File: config.mk
export PLATFORM = sky130hd
export DESIGN_NAME = multi_edge_detect
export DESIGN_NICKNAME = d
export VERILOG_FILES = /design/src/rtl/multi_edge_detect.sv
export SDC_FILE = /design/constraint.sdc
export NUM_CORES = 1
export LEC_CHECK = 0
export ABC_AREA = 1
export BUFFER_PORTS_ARGS = -buffer_cell sky130_fd_sc_hd__buf_2
export CAP_MARGIN = 20
export CORE_MARGIN = 4
export CORE_UTILIZATION = 30
export DETAILED_ROUTE_END_ITERATION = 8
export SLEW_MARGIN = 20
export SYNTH_ARGS = -nofsm -noshare
export SYNTH_HDL_FRONTEND = slang
export SYNTH_SLANG_ARGS = --single-unit
File: constraint.sdc
create_clock -name clk -period 1.8 [get_ports clk]
set_clock_uncertainty 0.05 [all_clocks]
set_input_delay 0.27 -clock clk [delete_from_list [all_inputs] [get_ports clk]]
set_output_delay 0.27 -clock clk [all_outputs]
set_load 0.02 [all_outputs]
File: src/rtl/multi_edge_detect.sv
// Multi-channel synchronise / debounce / edge-classify block with per-channel
// polarity masks, one-cycle edge ticks and sticky pending flags for polling.
module multi_edge_detect #(
  parameter  int N           = 4,
  parameter  int SYNC_STAGES = 2,
  parameter  int DEBOUNCE    = 0,
  localparam int CW          = (DEBOUNCE == 0) ? 1 : $clog2(DEBOUNCE + 1)
) (
  input  logic           clk,
  input  logic           reset_n,
  input  logic [N-1:0]   level,
  input  logic [2*N-1:0] mode,
  input  logic [N-1:0]   clr,
  output logic [N-1:0]   tick,
  output logic [N-1:0]   rise,
  output logic [N-1:0]   state,
  output logic [N-1:0]   pending,
  output logic           any_tick
);

  typedef enum logic {
    STABLE = 1'b0,
    FILTER = 1'b1
  } fsm_e;

  logic [N-1:0] s;
  logic [N-1:0] tick_d;
  logic         any_tick_q;

  generate
    if (SYNC_STAGES == 0) begin : g_bypass
      assign s = level;
    end else begin : g_sync
      logic [N-1:0] sync_q [SYNC_STAGES];

      // NOTE: the synchroniser is a short chain of real flops, not a RAM, so
      // resetting every stage is cheap and keeps post-reset behaviour defined.
      always_ff @(posedge clk or negedge reset_n) begin
        if (!reset_n) begin
          for (int j = 0; j < SYNC_STAGES; j++) sync_q[j] <= '0;
        end else begin
          sync_q[0] <= level;
          for (int j = 1; j < SYNC_STAGES; j++) sync_q[j] <= sync_q[j-1];
        end
      end

      assign s = sync_q[SYNC_STAGES-1];
    end
  endgenerate

  for (genvar i = 0; i < N; i++) begin : g_ch
    fsm_e          fsm_q;
    logic [CW-1:0] cnt_q;
    logic          state_q;
    logic          tick_q;
    logic          rise_q;
    logic          pend_q;
    logic          commit;
    logic          qual;

    // NOTE: default first so every path assigns commit and no latch is inferred.
    always_comb begin
      commit = 1'b0;
      if (s[i] != state_q) begin
        if (fsm_q == STABLE) commit = (DEBOUNCE == 0);
        else                 commit = (cnt_q == CW'(DEBOUNCE));
      end
    end

    // mode bit 0 enables rising edges, bit 1 enables falling edges.
    assign qual      = commit & (s[i] ? mode[2*i] : mode[2*i+1]);
    assign tick_d[i] = qual;

    always_ff @(posedge clk or negedge reset_n) begin
      if (!reset_n) begin
        fsm_q   <= STABLE;
        cnt_q   <= '0;
        state_q <= 1'b0;
        tick_q  <= 1'b0;
        rise_q  <= 1'b0;
        pend_q  <= 1'b0;
      end else begin
        tick_q <= qual;
        if (qual) rise_q <= s[i];
        pend_q <= qual | (pend_q & ~clr[i]);

        if (commit) begin
          state_q <= s[i];
          fsm_q   <= STABLE;
          cnt_q   <= '0;
        end else begin
          case (fsm_q)
            STABLE: begin
              if (s[i] != state_q) begin
                fsm_q <= FILTER;
                cnt_q <= CW'(1);
              end
            end
            FILTER: begin
              if (s[i] == state_q) begin
                fsm_q <= STABLE;
                cnt_q <= '0;
              end else begin
                cnt_q <= cnt_q + CW'(1);
              end
            end
            default: begin
              fsm_q <= STABLE;
              cnt_q <= '0;
            end
          endcase
        end
      end
    end

    assign tick[i]    = tick_q;
    assign rise[i]    = rise_q;
    assign state[i]   = state_q;
    assign pending[i] = pend_q;
  end

  always_ff @(posedge clk or negedge reset_n) begin
    if (!reset_n) any_tick_q <= 1'b0;
    else          any_tick_q <= |tick_d;
  end

  assign any_tick = any_tick_q;

endmodule

After elaboration in Yosys (flattened, before gate mapping)
Cells that the tools add are included.
Storage, ports and cells
  register bits after elaboration: 33
  bits of input ports: 18
  output and inout port bits: 17
  word-level logic and storage cells: 112
Cells by class
  add/subtract/negate cells: 4
  eq/ne operators: 12
  multiplexer cells: 44
  bitwise logic cells: 24
  reduce and logical (&&, ||, !) cells: 1
Operator list (number)
  1-bit 2-to-1 mux: 36
  1-bit case mux with 2 select lines: 8
  1-bit inverter: 12
  3-bit inequality test (second input constant): 3
  1-bit bitwise AND: 8
  1-bit adder (second input constant): 4
  1-bit equality test: 4
  1-bit inequality test: 4
  1-bit bitwise OR: 4
  4-bit OR reduction: 1
  3-bit by 2-bit inequality test with 1-bit output (second input constant): 1

Logic depth before layout (Yosys ltp)
  depth after elaboration: 5
  mapped depth: 6

Worst setup path after synthesis
OpenSTA, ideal clock, no wires.
  path kind: register to register
  start point: register g_sync.sync_q, in the netlist s[1]
  end point: register any_tick_q (netlist: any_tick)
  arrival: 866 ps
  data required time: 1631 ps
  setup slack: 765 ps
  stages on the path, launching flop included: 7
  buffers on the path: 0
  clock period less this slack: 1035 ps
  cell sequence: dfrtp_1 > nand2_1 > inv_2 > nor2_2 > nor2_4 > nor2_1 > nand2_1
Between the ends
  cells in the longest elaborated chain, start to end: 4
RTL lines
  from (decl): RTL line 34  | logic [N-1:0] sync_q [SYNC_STAGES];
  1-bit inequality test: RTL line 64  | if (s[i] != state_q) begin
  1-bit 2-to-1 mux: RTL line 64
  1-bit bitwise AND *: RTL line 71  | assign qual = commit & (s[i] ? mode[2*i] : mode[2*i+1]);
  net g_ch[1].qual: RTL line 59  | logic qual;
  4-bit OR reduction *: RTL line 124  | else any_tick_q <= |tick_d;
  to (signal assigned): RTL line 124
  to (decl): RTL line 28  | logic any_tick_q;
The timed path passes the listed nets; every way through them passes the cells marked *.
A chain may end at the register's enable or synchronous reset.

Worst setup path after layout
  start point: register g_ch[2].state_q
  end point: output port state[2]
RTL lines
  from (decl): RTL line 54  | logic state_q;
  from (signal assigned): RTL line 88  | state_q <= s[i];
  to (decl): RTL line 16  | output logic [N-1:0] state,
No word-level cell between the ends.

==> impl_metrics.prom <==
# TYPE chip_impl_metric gauge
chip_impl_metric{name="dr.pass1.iters",unit=""} 4
chip_impl_metric{name="antenna_cells_inserted",unit=""} 0
chip_impl_metric{name="path_clk_slew",unit="ns"} 0.07
chip_impl_info{name="run_status",value="complete, but fails checks"} 1
chip_impl_metric{name="syn_inst",unit=""} 146
chip_impl_metric{name="power_leakage",unit="nW"} 0.915
chip_impl_metric{name="yosys.cell_types.count",unit=""} 17
chip_impl_metric{name="core_area",unit="mm2"} 0.00450
chip_impl_metric{name="clock-sinks",unit=""} 33
chip_impl_info{name="synthMostInstantiatedCell",value="dfrtp_1"} 1
chip_impl_metric{name="worst_ep_arrival_time",unit="ns"} 0.84
chip_impl_metric{name="via_count",unit=""} 923
chip_impl_metric{name="final_layout_size_suffix_gt1_frac",unit=""} 0.366
chip_impl_info{name="synth_top_area_cell",value="dfrtp_1"} 1
chip_impl_info{name="crit_chain",value="buf_2"} 1
chip_impl_metric{name="clock_network_fraction_of_design_power",unit=""} 0.332
chip_impl_info{name="slowest_stage",value="dfrtp_1"} 1
chip_impl_metric{name="tns",unit="ns"} 0
chip_impl_metric{name="floorplan.die.width",unit="um"} 77.3
chip_impl_metric{name="placement.io_buffers",unit=""} 34
chip_impl_metric{name="grt_use_total",unit=""} 0.0887
chip_impl_metric{name="initialDrtViolationCount",unit=""} 50
chip_impl_info{name="rsz_0062_raised_after_global_routing",value="false"} 1
chip_impl_metric{name="dieArea",unit="mm2"} 0.00597
chip_impl_metric{name="slew-limit-headroom",unit=""} 0.529
chip_impl_info{name="synth.top_cells.by_area",value="dfrtp_1 (57%), buf_4 (8.3%), nand2_1 (7.8%)"} 1
chip_impl_metric{name="power.sequential.fraction",unit=""} 0.518
chip_impl_metric{name="ir_drop",unit="mV"} 0.310
chip_impl_metric{name="cts_buffers",unit=""} 5
chip_impl_metric{name="starting_density",unit=""} 0.320
chip_impl_info{name="synth_commonest_cells",value="dfrtp_1 (33), nand2_1 (30), buf_4 (16), inv_1 (16), nor2_1 (13)"} 1
chip_impl_metric{name="final_net_count",unit=""} 189
chip_impl_metric{name="ys_ff_latch",unit=""} 33
chip_impl_metric{name="die_height",unit="um"} 77.3
chip_impl_metric{name="syn_nets",unit=""} 164
chip_impl_metric{name="synth_async_sr_flop_share",unit=""} 1.00
chip_impl_metric{name="cts.htree.levels",unit=""} 2
chip_impl_metric{name="synth_top_area_share",unit=""} 0.573
chip_impl_metric{name="clockBufferDepth",unit=""} 2
chip_impl_metric{name="num_io_pins",unit=""} 35
chip_impl_metric{name="avgSynthCellArea",unit="um2"} 9.86
chip_impl_metric{name="synthToLayoutAreaGrowth",unit="%"} 13.7
chip_impl_metric{name="worst_pin_slew",unit="ns"} 0.707
chip_impl_metric{name="post-cts-setup-buffers",unit=""} 0
chip_impl_metric{name="global_route.overflow_total",unit=""} 0
chip_impl_metric{name="synth.yosys.warnings",unit=""} 0
chip_impl_metric{name="final_core_utilization",unit=""} 0.364
chip_impl_metric{name="place_congestion",unit=""} 0.718
chip_impl_metric{name="cpPeakStageDelay",unit="ns"} 0.40
chip_impl_info{name="leading_register_cell_type_out_of_synthesis",value="dfrtp_1"} 1
chip_impl_metric{name="postRouteWirelength",unit="um"} 2250
chip_impl_metric{name="grt_pass1_vias",unit=""} 934
chip_impl_metric{name="pin_count_of_the_biggest_net_entering_global_routing",unit=""} 34
chip_impl_metric{name="critical_path.max_fanout",unit=""} 3
chip_impl_info{name="hp-class",value="input port to asynchronous set/reset pin"} 1
chip_impl_metric{name="p_per_area",unit="mW/mm2"} 962
chip_impl_info{name="cts_tree",value="built"} 1
chip_impl_metric{name="timing.critical_path.required",unit="ns"} 1.48
chip_impl_info{name="setup.worst_path.class",value="register to output pin"} 1
chip_impl_metric{name="seq_area_frac_synth",unit=""} 0.573
chip_impl_metric{name="finalHoldViolations",unit=""} 19
chip_impl_metric{name="cts.repair.resized",unit=""} 0
chip_impl_metric{name="hpwlAfterDp",unit="um"} 1730
chip_impl_metric{name="switching_fraction_of_total_power",unit=""} 0.273
chip_impl_metric{name="rows",unit=""} 24
chip_impl_metric{name="max_freq",unit="MHz"} 859
chip_impl_metric{name="switching_power",unit="mW"} 0.430
chip_impl_info{name="endpoint_kind",value="output pin"} 1
chip_impl_metric{name="timing.max_cap.violations",unit=""} 0
chip_impl_metric{name="maxSlewViolCount",unit=""} 0
chip_impl_metric{name="wl_per_instance",unit="um"} 10.0
chip_impl_info{name="critical_path.top_delay_family",value="flip-flops"} 1
chip_impl_metric{name="setup_violations",unit=""} 0
chip_impl_metric{name="synth_area",unit="mm2"} 0.00144
chip_impl_metric{name="period_share",unit=""} 0.646
chip_impl_metric{name="drt_drc",unit=""} 0
chip_impl_info{name="timing.critical_path.from_type",value="register"} 1
chip_impl_info{name="failing_checks",value="negative hold slack"} 1
chip_impl_metric{name="detail_route.vias_per_cell",unit=""} 4.12
chip_impl_metric{name="hold_slack",unit="ns"} -0.0187
chip_impl_metric{name="combinational_share_of_power",unit=""} 0.150
chip_impl_metric{name="clock_insertion_delay_worst_skew",unit="ns"} 0.28
chip_impl_metric{name="grt_antenna_before_repair",unit=""} 0
chip_impl_metric{name="residual_antenna_violating_net_count_after_detailed_routing",unit=""} 0
chip_impl_metric{name="worst-path-buf-inv",unit=""} 1
chip_impl_info{name="cts_root_buffer",value="clkbuf_8"} 1
chip_impl_metric{name="synth_enable_flop_cells",unit=""} 0
chip_impl_metric{name="grt_first_pass_wirelength",unit="um"} 4070
chip_impl_metric{name="cellInternalPower",unit="mW"} 1.14
chip_impl_metric{name="minimum_clock_period_after_layout",unit="ns"} 1.16
chip_impl_metric{name="cts_hold_repair.buffers",unit=""} 0
==> placed cells by master (no fill, tap or decap), drive strengths merged, types with 4 or more instances in the layout <==
master  netlist  final
o22ai         4      4
nand3         4      4
inv          22     22
nand2        34     34
o21ai         8      8
buf          16     34
nor2         20     20
dfrtp        33     33
and2          5      5
clkbuf        0      6
==> area by class of cell <==
cell class	count	area (um2)
multi-input cells	75	412
flip-flops and latches	33	826
repair buffers	34	170
well taps	52	65.1
clock buffers	6	72.6
clock inverters	2	10.0
inverters	22	82.6
fillers	478	2870
==> per-stage QoR <==
step / std cells / hold slack [ns] / area (um2) / total power, mW / setup slack (ns)
final: 224 / -0.0187 / 1640 / 1.57 / 0.636
after detailed placement: 216 / 0.287 / 1560 / 1.07 / 0.688
after floorplan: 146 / -0.0756 / 1440 / 1.03 / 0.765
after CTS: 224 / 0.0171 / 1640 / 1.61 / 0.625
after global placement: 216 / 0.283 / 1560 / 1.07 / 0.719
after global routing: 224 / 0.0287 / 1640 / 1.68 / 0.588
==> path summary, 6_finish.rpt <==
kind,startpoint,end,slack [ns],cells after the start
min in group clk,level[2],g_sync.sync_q[6]$_DFF_PN0_,0.04,1
max,g_ch[2].state_q$_DFFE_PN0N_,state[2],0.64,1
max in group asynchronous,reset_n,g_ch[1].fsm_q$_DFF_PN0_,1.25,1
min reg2reg,g_sync.sync_q[4]$_DFF_PN0_,s[0]$_DFF_PN0_,0.29,0
min,reset_n,g_ch[2].state_q$_DFFE_PN0N_,-0.02,1
max reg2reg,s[1]$_DFF_PN0_,any_tick$_DFF_PN0_,0.71,6
==> logic make-up after synthesis <==
| kind of cell | after synthesis | synth area share |
|---|---|---|
| AOI/OAI and AO/OA | 12 | 0.0452 |
| buffers and inverters | 38 | 0.141 |
| DFF | 33 | 0.573 |
| and+or+nand+nor | 63 | 0.241 |
==> power by group through the flow <==
stage	registers [mW]	logic (mW)	clock network (mW)
4_1_cts	0.819	0.242	0.548
3_5_place_dp	0.832	0.241	0
3_3_place_gp	0.831	0.240	0
6_report	0.816	0.235	0.523
2_1_floorplan	0.830	0.204	0
5_1_grt	0.825	0.268	0.586
==> state kept, by name (all words and copies together) (netlist names) <==
register and cells:
g_sync.sync_q 4, g_ch.rise_q 4, g_ch.cnt_q 4, g_ch.state_q 4, g_ch.pend_q 4, any_tick 1, g_ch.tick_q 4, s 4
g_ch.fsm_q 4
==> routing by layer <==
metal,GRT usage,vias to the layer above,routed length (um)
met1,0.101,409,1010
met5,0,-,0
met2,0.135,28,992
met3,0.0375,8,178
li1,-,478,-
met4,0.0587,0,65
Power figures use the tool's default switching activity.
